[src/rtl/ps2_host_tx.sv]
// PS/2 host-to-device transmitter.
// Sends one command byte to the keyboard: inhibits the bus, issues the
// request-to-send, shifts the frame out on device clock falling edges and
// checks the device ACK. Both lines are open-drain; the *_OE outputs pull low.
module ps2_host_tx #(
    parameter int INHIBIT_CYCLES = 5000,
    parameter int TIMEOUT_CYCLES = 750000,
    parameter int FILTER_LEN     = 8
) (
    input  logic       Clock,
    input  logic       Reset,
    input  logic       iPS2_CLK,
    input  logic       iPS2_DATA,
    input  logic       iSend,
    input  logic [7:0] iData,
    output logic       oPS2_CLK_OE,
    output logic       oPS2_DATA_OE,
    output logic       oBusy,
    output logic       oDone,
    output logic       oError
);

    localparam int InhW = $clog2(INHIBIT_CYCLES + 1);
    localparam int ToW  = $clog2(TIMEOUT_CYCLES + 1);

    localparam logic [InhW-1:0] INH_LAST    = InhW'(INHIBIT_CYCLES - 1);
    localparam logic [InhW-1:0] INH_PENULT  = InhW'(INHIBIT_CYCLES - 2);
    localparam logic [ToW-1:0]  TO_LAST     = ToW'(TIMEOUT_CYCLES - 1);

    localparam logic [2:0] ST_IDLE      = 3'd0;
    localparam logic [2:0] ST_INHIBIT   = 3'd1;
    localparam logic [2:0] ST_START     = 3'd2;
    localparam logic [2:0] ST_BITS      = 3'd3;
    localparam logic [2:0] ST_ACK       = 3'd4;
    localparam logic [2:0] ST_WAIT_IDLE = 3'd5;
    localparam logic [2:0] ST_FAIL      = 3'd6;

    logic                  clkSync_p0, clkSync_p1;
    logic                  dataSync_p0, dataSync_p1;
    logic [FILTER_LEN-1:0] clkShift_p2, dataShift_p2;
    logic                  clkLevel, dataLevel, clkLevelPrev;
    logic                  edgeArmed, clkFall;

    logic [2:0]            state;
    logic [9:0]            frame;
    logic [3:0]            bitIdx;
    logic [InhW-1:0]       inhCnt;
    logic [ToW-1:0]        toCnt;

    // Odd parity over the command byte.
    function automatic logic oddParity(input logic [7:0] d);
        return ~^d;
    endfunction

    // Timeout counter increment that sticks at its maximum.
    function automatic logic [ToW-1:0] satIncTimeout(input logic [ToW-1:0] v);
        if (v == TO_LAST)
            return v;
        return v + ToW'(1);
    endfunction

    // Glitch filter decision: follow only a full run of identical samples.
    function automatic logic filterLevel(input logic [FILTER_LEN-1:0] s, input logic cur);
        if (&s)
            return 1'b1;
        if (~|s)
            return 1'b0;
        return cur;
    endfunction

    // Two-flop synchronizers; the idle bus level is high.
    always_ff @(posedge Clock or negedge Reset) begin
        if (!Reset) begin
            clkSync_p0  <= 1'b1;
            clkSync_p1  <= 1'b1;
            dataSync_p0 <= 1'b1;
            dataSync_p1 <= 1'b1;
        end else begin
            clkSync_p0  <= iPS2_CLK;
            clkSync_p1  <= clkSync_p0;
            dataSync_p0 <= iPS2_DATA;
            dataSync_p1 <= dataSync_p0;
        end
    end

    // Shift-register glitch filters and the delayed clock level for edge detection.
    always_ff @(posedge Clock or negedge Reset) begin
        if (!Reset) begin
            clkShift_p2  <= '1;
            dataShift_p2 <= '1;
            clkLevel     <= 1'b1;
            dataLevel    <= 1'b1;
            clkLevelPrev <= 1'b1;
        end else begin
            clkShift_p2  <= {clkShift_p2[FILTER_LEN-2:0], clkSync_p1};
            dataShift_p2 <= {dataShift_p2[FILTER_LEN-2:0], dataSync_p1};
            clkLevel     <= filterLevel(clkShift_p2, clkLevel);
            dataLevel    <= filterLevel(dataShift_p2, dataLevel);
            clkLevelPrev <= clkLevel;
        end
    end

    // Device clock edges only matter once the bus has been handed to the device;
    // our own inhibit pulse and any device activity while inhibited are ignored.
    assign edgeArmed = (state == ST_START) || (state == ST_BITS) || (state == ST_ACK);
    assign clkFall   = edgeArmed && clkLevelPrev && !clkLevel;

    // Transfer sequencer: inhibit, request-to-send, data bits, ACK, bus idle.
    always_ff @(posedge Clock or negedge Reset) begin
        if (!Reset) begin
            state        <= ST_IDLE;
            frame        <= '0;
            bitIdx       <= '0;
            inhCnt       <= '0;
            toCnt        <= '0;
            oPS2_CLK_OE  <= 1'b0;
            oPS2_DATA_OE <= 1'b0;
            oBusy        <= 1'b0;
            oDone        <= 1'b0;
            oError       <= 1'b0;
        end else begin
            oDone  <= 1'b0;
            oError <= 1'b0;
            case (state)
                ST_IDLE: begin
                    if (iSend) begin
                        frame       <= {1'b1, oddParity(iData), iData};
                        inhCnt      <= '0;
                        oPS2_CLK_OE <= 1'b1;
                        oBusy       <= 1'b1;
                        state       <= ST_INHIBIT;
                    end
                end
                ST_INHIBIT: begin
                    inhCnt <= inhCnt + InhW'(1);
                    // Start bit goes low one cycle before CLK is released.
                    if (inhCnt == INH_PENULT)
                        oPS2_DATA_OE <= 1'b1;
                    if (inhCnt == INH_LAST) begin
                        oPS2_CLK_OE  <= 1'b0;
                        oPS2_DATA_OE <= 1'b1;
                        toCnt        <= '0;
                        bitIdx       <= '0;
                        state        <= ST_START;
                    end
                end
                ST_START, ST_BITS, ST_ACK: begin
                    // Timeout takes priority over a coincident clock edge.
                    if (toCnt == TO_LAST) begin
                        oPS2_CLK_OE  <= 1'b0;
                        oPS2_DATA_OE <= 1'b0;
                        oBusy        <= 1'b0;
                        oError       <= 1'b1;
                        state        <= ST_FAIL;
                    end else begin
                        toCnt <= satIncTimeout(toCnt);
                        if (clkFall) begin
                            if (state == ST_ACK) begin
                                oPS2_DATA_OE <= 1'b0;
                                if (!dataLevel) begin
                                    state <= ST_WAIT_IDLE;
                                end else begin
                                    oBusy  <= 1'b0;
                                    oError <= 1'b1;
                                    state  <= ST_FAIL;
                                end
                            end else begin
                                oPS2_DATA_OE <= ~frame[bitIdx];
                                bitIdx       <= bitIdx + 4'd1;
                                if (bitIdx == 4'd9)
                                    state <= ST_ACK;
                                else
                                    state <= ST_BITS;
                            end
                        end
                    end
                end
                ST_WAIT_IDLE: begin
                    if (clkLevel && dataLevel) begin
                        oBusy <= 1'b0;
                        oDone <= 1'b1;
                        state <= ST_IDLE;
                    end
                end
                ST_FAIL: begin
                    state <= ST_IDLE;
                end
                default: begin
                    oPS2_CLK_OE  <= 1'b0;
                    oPS2_DATA_OE <= 1'b0;
                    oBusy        <= 1'b0;
                    state        <= ST_IDLE;
                end
            endcase
        end
    end

endmodule
[config.mk]
export PLATFORM = sky130hd
export DESIGN_NAME = ps2_host_tx
export DESIGN_NICKNAME = d
export VERILOG_FILES = /design/src/rtl/ps2_host_tx.sv
export SDC_FILE = /design/constraint.sdc
export NUM_CORES = 1
export LEC_CHECK = 0
export ABC_AREA = 1
export CAP_MARGIN = 20
export CELL_PAD_IN_SITES_DETAIL_PLACEMENT = 1
export CELL_PAD_IN_SITES_GLOBAL_PLACEMENT = 1
export CORE_ASPECT_RATIO = 2
export CORE_MARGIN = 8
export CORE_UTILIZATION = 40
export CTS_BUF_LIST = sky130_fd_sc_hd__clkbuf_8
export CTS_CLUSTER_DIAMETER = 200
export DETAILED_ROUTE_END_ITERATION = 7
export PLACE_DENSITY_LB_ADDON = 0.1
export SLEW_MARGIN = 15
export SYNTH_ARGS = -nofsm -noshare
export SYNTH_HDL_FRONTEND = slang
export SYNTH_SLANG_ARGS = --single-unit
[constraint.sdc]
create_clock -name Clock -period 5.05 [get_ports Clock]
set_input_delay 1.01 -clock Clock [delete_from_list [all_inputs] [get_ports Clock]]
set_output_delay 1.01 -clock Clock [all_outputs]
set_load 0.01 [all_outputs]
[Yosys cells after proc, flatten, opt, wreduce, memory -nomap -nowiden]
Index checks and enable logic that the tools add are counted.
Word-level totals
  flip-flop bits (word level): 78
  logic and storage cells: 137
Operators by class
  $add $sub $neg: 3
  magnitude comparators: 1
  equal/unequal tests: 21
  muxes and demuxes: 61
  bitwise logic cells: 4
  reduce and logical (&&, ||, !) cells: 28
Operators with widths (count)
  two-way mux 20 bit: 3
  case mux 20 bit (2 select lines): 1
  two-way mux 1 bit: 37
  equality test 13 bit (second input constant): 2
  case mux 13 bit (2 select lines): 1
  two-way mux 3 bit: 7
  adder 20 x 1 -> 20 bit (second input constant): 1
  equality test 20 bit (second input constant): 1
  two-way mux 4 bit: 4
  AND reduction 8 bit: 2
  OR reduction 8 bit: 2
  != test 2 bit (second input constant): 7
  adder 13 x 1 -> 13 bit (second input constant): 1
  two-way mux 13 bit: 1
  != test 3 bit (second input constant): 4
  case mux 3 bit (4 select lines): 1
  equality test 3 bit (second input constant): 3
  case mux 1 bit (4 select lines): 2
  case mux 4 bit (2 select lines): 1
  AND reduction 4 bit: 2
  nonzero test 2 bit: 4
  XNOR reduction 8 bit: 1
  equality test 3 x 2 -> 1 bit (second input constant): 2
  AND reduction 3 bit: 2
  other kinds (17): 26

[Logic depth before layout (Yosys ltp)]
Gate-level depths: netlist of run 1.
  depth after elaboration: 8
  gate-level depth with buffers: 11

[Worst setup path before layout of run 1]
No wires, ideal clock.
  kind: input to register
  start: in iSend
  end: reg inhCnt[10]
  setup time: 0.120 ns
  data arrival time: 1.553 ns
  required time: 4.930 ns
  setup slack: 3.377 ns
  cell stages on the path: 6
  path buffers: 1
  cells stage by stage: inv_1 > nor2_1 > buf_4 > o21ai_0 > o21ai_0 > inv_1
Between the ends
  longest elaborated chain between the ends: 2
RTL lines
  start: declaration: RTL line 14  | input logic iSend,
  != test 2 bit (no line)
  AND reduction 2 bit (no line)
  end signal: assignment: RTL line 135  | inhCnt <= inhCnt + InhW'(1);
  end: declaration: RTL line 47  | logic [InhW-1:0] inhCnt;
Every way passes these cells.
A chain may end at the register's enable or synchronous reset.

[Worst setup path after layout of run 1]
  start: in iSend
  end: reg inhCnt[8]
Same word-level chain as after synthesis.

==> results.toml, run 1 <==
[synthesis]
synth_cell_types = 38
ys.flop_type = "dfrtp_1"
ys_top_cells_by_area = "dfrtp_1 33%, dfstp_2 15%, nand2_1 13%, nand3_1 6.5%, nor2_1 6.2%"
seq_area_frac_synth = 0.478
syn-num-nets = 546
synth_top_area_share = 0.332
yosys.area.top_type = "dfrtp_1"
ys_ff_latch = 78
yosysMostFrequentCell = "nand2_1"
avgSynthCellArea_um2 = 7.85
ys_top_cells_by_count = "140 x nand2_1, 68 x nor2_1, 60 x inv_1"
yosys_warnings = 0
async_flop_share = 1.00
syn_area_mm2 = 0.00414
synth-edff-count = 0
syn_inst = 528

[timing]
fin_hold_ws_ns = 0.359
worst_pin_slew_ns = 0.701
drv_slew = 0
finalHoldViolCount = 0
skew_ns = 0.00920
finalSetupViolCount = 0
finalSetupTns_ns = 0
max_freq_ghz = 0.415
finalCriticalPeriod_ns = 2.41
slew-limit-headroom = 0.532
fin_crit_sh = 0.477
rsz0062_at_grt = "no"

[placed_design]
hpwl_um = 8390
place_area_mm2 = 0.00441
portBuffers = 17
gp_congestion = 0.870
dpl.cell_count = 670

[clock_tree]
cts.sinks = 78
tritoncts = "yes"
cts_buffers = 9
ctsHoldBuffers = 0
clockBufferDepth = 2
cts_resized = 0
cts-root-buf = "clkbuf_8"
clk_pin_slew_ns = 0.09
post_cts_buffers = 0
htree_levels = 3
clk_latency_ns = 0.35

[layout]
instances_no_fill = 687
fin_nets = 565
area_delta_synth_final_pct = 11.8
fin_area_mm2 = 0.00463
antenna_cells = 0
fill_cells = 1262
layout-drive-gt1-share = 0.109

[die]
start_util = 0.411
ios = 18
core-area_mm2 = 0.0101
fp.dieH_um = 160
dieWidth_um = 88.0
rows = 52
dieArea_mm2 = 0.0141

[power_and_ir_drop]
seqPwrFrac = 0.417
pwr-share-clk = 0.232
p_comb_frac = 0.351
power_density_mw_per_mm2 = 433
p_leak_nw = 2.04
peakVddDrop_uv = 271
swShare = 0.412
power.switching_mw = 0.826
p_int_mw = 1.18

[critical_path]
r2r_setup_slack_ns = 2.80
timing.rr.end = "bitIdx[2]"
cp_max_fo = 21
end_kind = "register"
crit_end = "inhCnt[8]"
critPathArrivalTime_ns = 2.64
crit_path_start_kind = "primary input"
path_cells = "clkdlybuf4s50_1, inv_1, nor2_2, inv_2, nand2_1, o22ai_1"
path_class = "primary input to register"
crit_required_ns = 5.28
reg2regPathDepth = 9
max_stage_delay_ns = 0.56
crit_start = "iSend"
critPathSlowestCell = "nor2_2"
reg2reg_from = "toCnt[0]"

[routing]
dr_total_vias = 3531
met1_length_um = 3940
drc_errors = 0
firstDrtPassIters = 4
met3WireLength_um = 173
met2WireLength_um = 6500
wirelength_um = 11000
routedWlPerCell_um = 16.0
drtAntennaViolNets = 0
routed.top_layer = "met4"
routed_via_density = 5.14
dr.first_iter.drc_count = 79

[global_routing]
grt-ovfl-total = 0
antenna_found_initial = 0
first_global_vias = 3948
grt_pass1_wl_um = 18900
grt_max_degree = 79
grt_usage = 0.174

[hold_path]
hold_path_class = "register to register"
hp-start = "clkSync_p1"

[flow_run]
maxCapViolCount = 0

[run_status]
status = "completed"
## placed cells by master, fill, tap and decap left out, drive strengths merged
| cell | count |
|---|---|
| nand2 | 143 |
| nor2 | 72 |
| inv | 65 |
| nand3 | 57 |
| dfrtp | 55 |
| o21ai | 38 |
| dfstp | 23 |
| clkdlybuf4s50 | 16 |
| xor2 | 13 |
| nand4 | 12 |
| clkbuf | 9 |
| a21oi | 9 |
| nor3 | 7 |
| xnor2 | 7 |
| ha | 5 |
| o22ai | 4 |
| clkinv | 4 |
| nand3b | 2 |
| buf | 2 |
| nor3b | 1 |
| o2bb2ai | 1 |
| nor4 | 1 |
| o41ai | 1 |
| a31oi | 1 |
| o21a | 1 |
| o31ai | 1 |
| clkinvlp | 1 |
| bufinv | 1 |
## per-stage QoR
stage	total power [mW]	setup slack (ns)	utilization
after global routing	2.17	2.47	0.459
after global placement	1.54	1.95	0.437
final	2.01	2.64	0.459
after floorplan	1.37	3.38	-
after CTS	2.05	2.22	0.456
after detailed placement	1.57	1.86	0.437
## critical path: cells and delay by family
family,cells,cell delay (ns)
AO/OA/AOI/OAI,1,0.10
buffers and inverters,3,0.75
AND/OR/NAND/NOR,2,0.78
## sequential cells by signal (all words and copies together), names as in the netlist
| signal | count |
|---|---|
| toCnt | 20 |
| inhCnt | 13 |
| frame | 10 |
| clkShift_p2 | 8 |
| dataShift_p2 | 8 |
| bitIdx | 4 |
| state | 3 |
| clkLevel | 1 |
| clkLevelPrev | 1 |
| clkSync_p0 | 1 |
| clkSync_p1 | 1 |
| dataLevel | 1 |
| dataSync_p0 | 1 |
| dataSync_p1 | 1 |
| oBusy | 1 |
| oDone | 1 |
| oError | 1 |
| oPS2_CLK_OE | 1 |
| oPS2_DATA_OE | 1 |
## area by class of cell
type / count / area, um^2 / area share
tap: 135 / 169 / 0.0365
timing repair buffer: 18 / 195 / 0.0421
clock inverter: 7 / 67.6 / 0.0146
sequential: 78 / 1980 / 0.428
clock buffer: 9 / 124 / 0.0267
inverter: 64 / 245 / 0.0529
multi-input combinational: 376 / 1850 / 0.400
## routing by layer
metal,GRT usage,vias to the layer above
met2,0.333,30
met5,0,-
li1,-,1725
met4,0.0845,0
met1,0.169,1757
met3,0.0262,19
## kinds of logic (layout without fill, tap and decap cells)
| kind of cell | after synthesis | count (layout) | synth area share |
|---|---|---|---|
| adder cells (fa/ha/maj) | 5 | 5 | 0.0151 |
| AND/OR/NAND/NOR | 295 | 295 | 0.311 |
| AO/OA/AOI/OAI | 56 | 56 | 0.0776 |
| buffers and inverters | 74 | 98 | 0.0761 |
| flip-flops | 78 | 78 | 0.478 |
| XOR/XNOR | 20 | 20 | 0.0423 |
## power groups by stage
| stage | sequential, mW | combinational [mW] | clock (mW) |
|---|---|---|---|
| after floorplan | 0.823 | 0.552 | 0 |
| after global placement | 0.843 | 0.697 | 0 |
| after detailed placement | 0.849 | 0.718 | 0 |
| after CTS | 0.839 | 0.722 | 0.484 |
| after global routing | 0.856 | 0.811 | 0.507 |
| final | 0.838 | 0.705 | 0.465 |
## worst min-delay path by stage
stage,end,slack (ns),cells after the start
after floorplan,clkShift_p2[0],0.35,0
after global placement,dataShift_p2[0],0.35,0
after detailed placement,clkShift_p2[0],0.35,0
after CTS,clkShift_p2[0],0.36,0
after global routing,clkShift_p2[0],0.36,0
final,clkShift_p2[0],0.36,0
Power figures use the tool's default switching activity.
==> run 2: changes to the inputs <==
- clock period: 5.05 -> 2.3 ns (I/O delays scaled with it)
==> results.toml, run 2 (synthesis results as in run 1) <==
[routing]
wirelength_um = 11300
dr_total_vias = 3545
firstDrtPassIters = 4
dr.first_iter.drc_count = 82
drtAntennaViolNets = 0
drc_errors = 0
routed_via_density = 5.13
routedWlPerCell_um = 16.3

[critical_path]
crit_required_ns = 2.52
end_kind = "register"
critPathArrivalTime_ns = 2.25
r2r_setup_slack_ns = 0.27
cp_max_fo = 11
crit_path_start_kind = "register"
timing.rr.end = "toCnt[9]"
reg2regPathDepth = 8
reg2reg_from = "inhCnt[1]"
path_class = "register to register"

[run_status]
status = "completed"

[timing]
setup_ws_ns = 0.268
max_freq_ghz = 0.492
finalSetupTns_ns = 0
finalCriticalPeriod_ns = 2.03
worst_pin_slew_ns = 0.614
drv_slew = 0
slew-limit-headroom = 0.590
skew_ns = 0.0103
rsz0062_at_grt = "no"
fin_crit_sh = 0.883
finalSetupViolCount = 0
finalHoldViolCount = 0

[layout]
layout_common_cells = "140 x nand2_1, 68 x nor2_1, 60 x inv_1"
postLayoutCoreUtil = 0.462
antenna_cells = 0
layout-drive-gt1-share = 0.117
largest_reg_flops = 20
layout_commonest_cell = "nand2_1"
largest_register = "toCnt"
area_delta_synth_final_pct = 12.4
fin_nets = 569
reg_top3 = "toCnt (20), inhCnt (13), frame (10)"
instances_no_fill = 691

[clock_tree]
htree_levels = 3
cts-root-buf = "clkbuf_8"
cts_buffers = 9
clk_pin_slew_ns = 0.09
tritoncts = "yes"
ctsHoldBuffers = 0
clockBufferDepth = 2
post_cts_buffers = 0
cts_resized = 0
clk_latency_ns = 0.37
cts.sinks = 78

[placed_design]
portBuffers = 17
gp_congestion = 0.872
post-place-ws_ns = 0.163
dpl.cell_count = 674
hpwl_um = 8670

[global_routing]
first_global_vias = 3890
grt_usage = 0.177
grt_max_degree = 48
grt-ovfl-total = 0
antenna_found_initial = 0
grt_pass1_wl_um = 19000

[die]
dieArea_mm2 = 0.0141
dieWidth_um = 88.0
ios = 18
start_util = 0.411
core-area_mm2 = 0.0101
rows = 52
fp.dieH_um = 160

[power_and_ir_drop]
p_leak_nw = 2.05
peakVddDrop_uv = 455
power_mw = 4.52
power_density_mw_per_mm2 = 972

[flow_run]
maxCapViolCount = 0

[hold_path]
hold_path_class = "primary input to async pin"
[run 2: cell count changes in the layout (fill, tap and decap cells not counted)]
cell / delta
buf_4: +3
inv_1: -2
buf_12: +1
buf_16: -1
clkinv_2: +1
inv_6: +1
nor2_1: +1
[run 2: stage by stage]
stage / instance area (um^2) / hold slack (ns)
2_1_floorplan: 4140 / 0.164
3_3_place_gp: 4450 / 0.345
3_5_place_dp: 4450 / 0.350
4_1_cts: 4650 / 0.0250
5_1_grt: 4660 / 0.0432
6_report: 4660 / 0.0256
[run 2: critical path: stages, from the launching register on]
cell	delay [ns]
dfrtp_1	0.40
ha_1	0.20
nand3_1	0.12
nor2_1	0.13
nand2_1	0.11
nand2_1	0.10
o21ai_1	0.15
nor2_2	0.54
o22ai_1	0.14
[run 2: layer usage]
layer,track usage,share of wire
met5,0,0
met2,0.327,0.58
met1,0.168,0.36
met3,0.0293,0.014
met4,0.119,0.055
[run 2: where the power goes]
part	internal, mW	switching, mW	total, mW
clock	0.505	0.548	1.05
sequential	1.62	0.210	1.83
combinational	0.515	1.13	1.64
[run 2: how the worst max path moves through the flow]
stage,depth (start not counted),slack (ns),from,end
floorplan,9,0.63,toCnt[0],toCnt[16]
global placement,9,0.23,toCnt[0],bitIdx[0]
CTS,9,0.15,toCnt[0],bitIdx[3]
global route,8,0.12,inhCnt[1],toCnt[11]
finish,8,0.27,inhCnt[1],toCnt[9]
detailed placement,9,0.16,toCnt[0],bitIdx[2]
[run 2: cell type report]
class | instances | area (um^2)
fill | 1283 | 5430
sequential | 78 | 1980
multi-input combinational | 377 | 1850
inverter | 64 | 245
timing repair buffer | 21 | 210
tap | 135 | 169
clock buffer | 9 | 124
clock inverter | 7 | 73.8
==> run 3: changes to the inputs <==
- CTS_BUF_LIST: sky130_fd_sc_hd__clkbuf_8 -> not set
- CTS_CLUSTER_SIZE: not set -> 28
==> results.toml, run 3 (synthesis results as in run 1) <==
[layout]
largest_reg_flops = 20
antenna_cells = 0
fin_area_mm2 = 0.00476
fin_nets = 569
reg_top3 = "toCnt (20), inhCnt (13), frame (10)"
final-seq-area_mm2 = 0.00198
layout-drive-gt1-share = 0.117
layout_common_cells = "140 x nand2_1, 68 x nor2_1, 60 x inv_1"
largest_register = "toCnt"
area_delta_synth_final_pct = 14.8
fill_cells = 1267
layout_commonest_cell = "nand2_1"
multi_input_comb_area_mm2 = 0.00185

[routing]
firstDrtPassIters = 4
routed_via_density = 5.15
dr_total_vias = 3560
drc_errors = 0
wirelength_um = 11300
routedWlPerCell_um = 16.3
drtAntennaViolNets = 0
dr.first_iter.drc_count = 94

[global_routing]
first_global_vias = 3950
grt_pass1_wl_um = 19100
antenna_found_initial = 0
grt_usage = 0.177
grt-ovfl-total = 0
grt_max_degree = 48

[critical_path]
crit_end = "toCnt[7]"
critPathArrivalTime_ns = 2.31
path_cells = "ha_1, nand3_1, nor2_1, nand2_1, nand2_1, o21ai_1, nor2_2, nand2_1, nand2_1"
cp_max_fo = 11
critPathSlowestCell = "nor2_2"
path_class = "register to register"
path_depth = 9
path_buf_inv = 0
reg2regPathDepth = 9
max_stage_delay_ns = 0.54
end_kind = "register"
critical_path.most_common_cell = "nand2_1"
timing.rr.end = "toCnt[7]"
crit_path_start_kind = "register"
reg2reg_from = "inhCnt[1]"
r2r_setup_slack_ns = 0.26
crit_required_ns = 2.57
cp_top_family = "simple AND/OR/NAND/NOR gates"
crit_start = "inhCnt[1]"

[timing]
fin_crit_sh = 0.887
max_freq_ghz = 0.490
finalSetupViolCount = 0
finalCriticalPeriod_ns = 2.04
drv_slew = 0
slew-limit-headroom = 0.588
finalHoldViolCount = 0
setup_ws_ns = 0.259
rsz0062_at_grt = "no"
worst_pin_slew_ns = 0.617
skew_ns = 0.00481
finalSetupTns_ns = 0

[die]
dieArea_mm2 = 0.0141
dieWidth_um = 88.0
rows = 52
core-area_mm2 = 0.0101
fp.dieH_um = 160
ios = 18
start_util = 0.411

[placed_design]
place_area_mm2 = 0.00445
hpwl_um = 8670
gp_congestion = 0.872
portBuffers = 17
post-place-ws_ns = 0.163

[clock_tree]
cts.sinks = 78
cts-root-buf = "clkbuf_16"
clk_latency_ns = 0.33
clockBufferDepth = 2
cts_buffers = 9
clk_pin_slew_ns = 0.06
htree_levels = 3
cts_resized = 0
ctsHoldBuffers = 0
tritoncts = "yes"
post_cts_buffers = 0

[power_and_ir_drop]
p_leak_nw = 2.10
power_density_mw_per_mm2 = 1030
power_mw = 4.91
peakVddDrop_uv = 429

[run_status]
status = "completed"

[hold_path]
hold_path_class = "primary input to async pin"

[flow_run]
maxCapViolCount = 0
==> run 3: per-stage QoR <==
step                 util  hold slack, ns  instances
floorplan               -           0.164        528
global placement    0.442           0.345        674
detailed placement  0.442           0.350        674
CTS                 0.471          0.0667        690
global route        0.472          0.0893        691
finish              0.472          0.0604        691
==> run 3: layout make-up <==
type,instances,area share
clock inverters,7,0.0155
flip-flops and latches,78,0.416
clock buffers,9,0.0473
well taps,135,0.0355
inverters,64,0.0515
repair buffers,21,0.0442
multi-input cells,377,0.390
==> run 3: power by group <==
group	leakage, nW	internal, mW	switching (mW)
clock network	0.146	0.844	0.581
logic	0.986	0.515	1.13
registers	0.969	1.62	0.210
==> run 3: worst reg2reg max path, stage by stage, from the launching register on <==
cell and delay (ns):
dfrtp_1 0.39, ha_1 0.20, nand3_1 0.12, nor2_1 0.13, nand2_1 0.11, nand2_1 0.10
o21ai_1 0.15, nor2_2 0.54, nand2_1 0.12, nand2_1 0.12
==> run 3: how the worst min path moves through the flow <==
stage / to / cells after the start
final: toCnt[11] / 1
after floorplan: bitIdx[0] / 0
after detailed placement: clkSync_p1 / 0
after CTS: toCnt[11] / 1
after global placement: dataShift_p2[0] / 0
after global routing: toCnt[11] / 1
==> run 3: routing by layer <==
layer	vias up	GRT usage	wire, um
met5	-	0	0
met1	1749	0.166	3990
met2	43	0.331	6510
li1	1735	-	-
met3	33	0.0262	158
met4	0	0.118	637
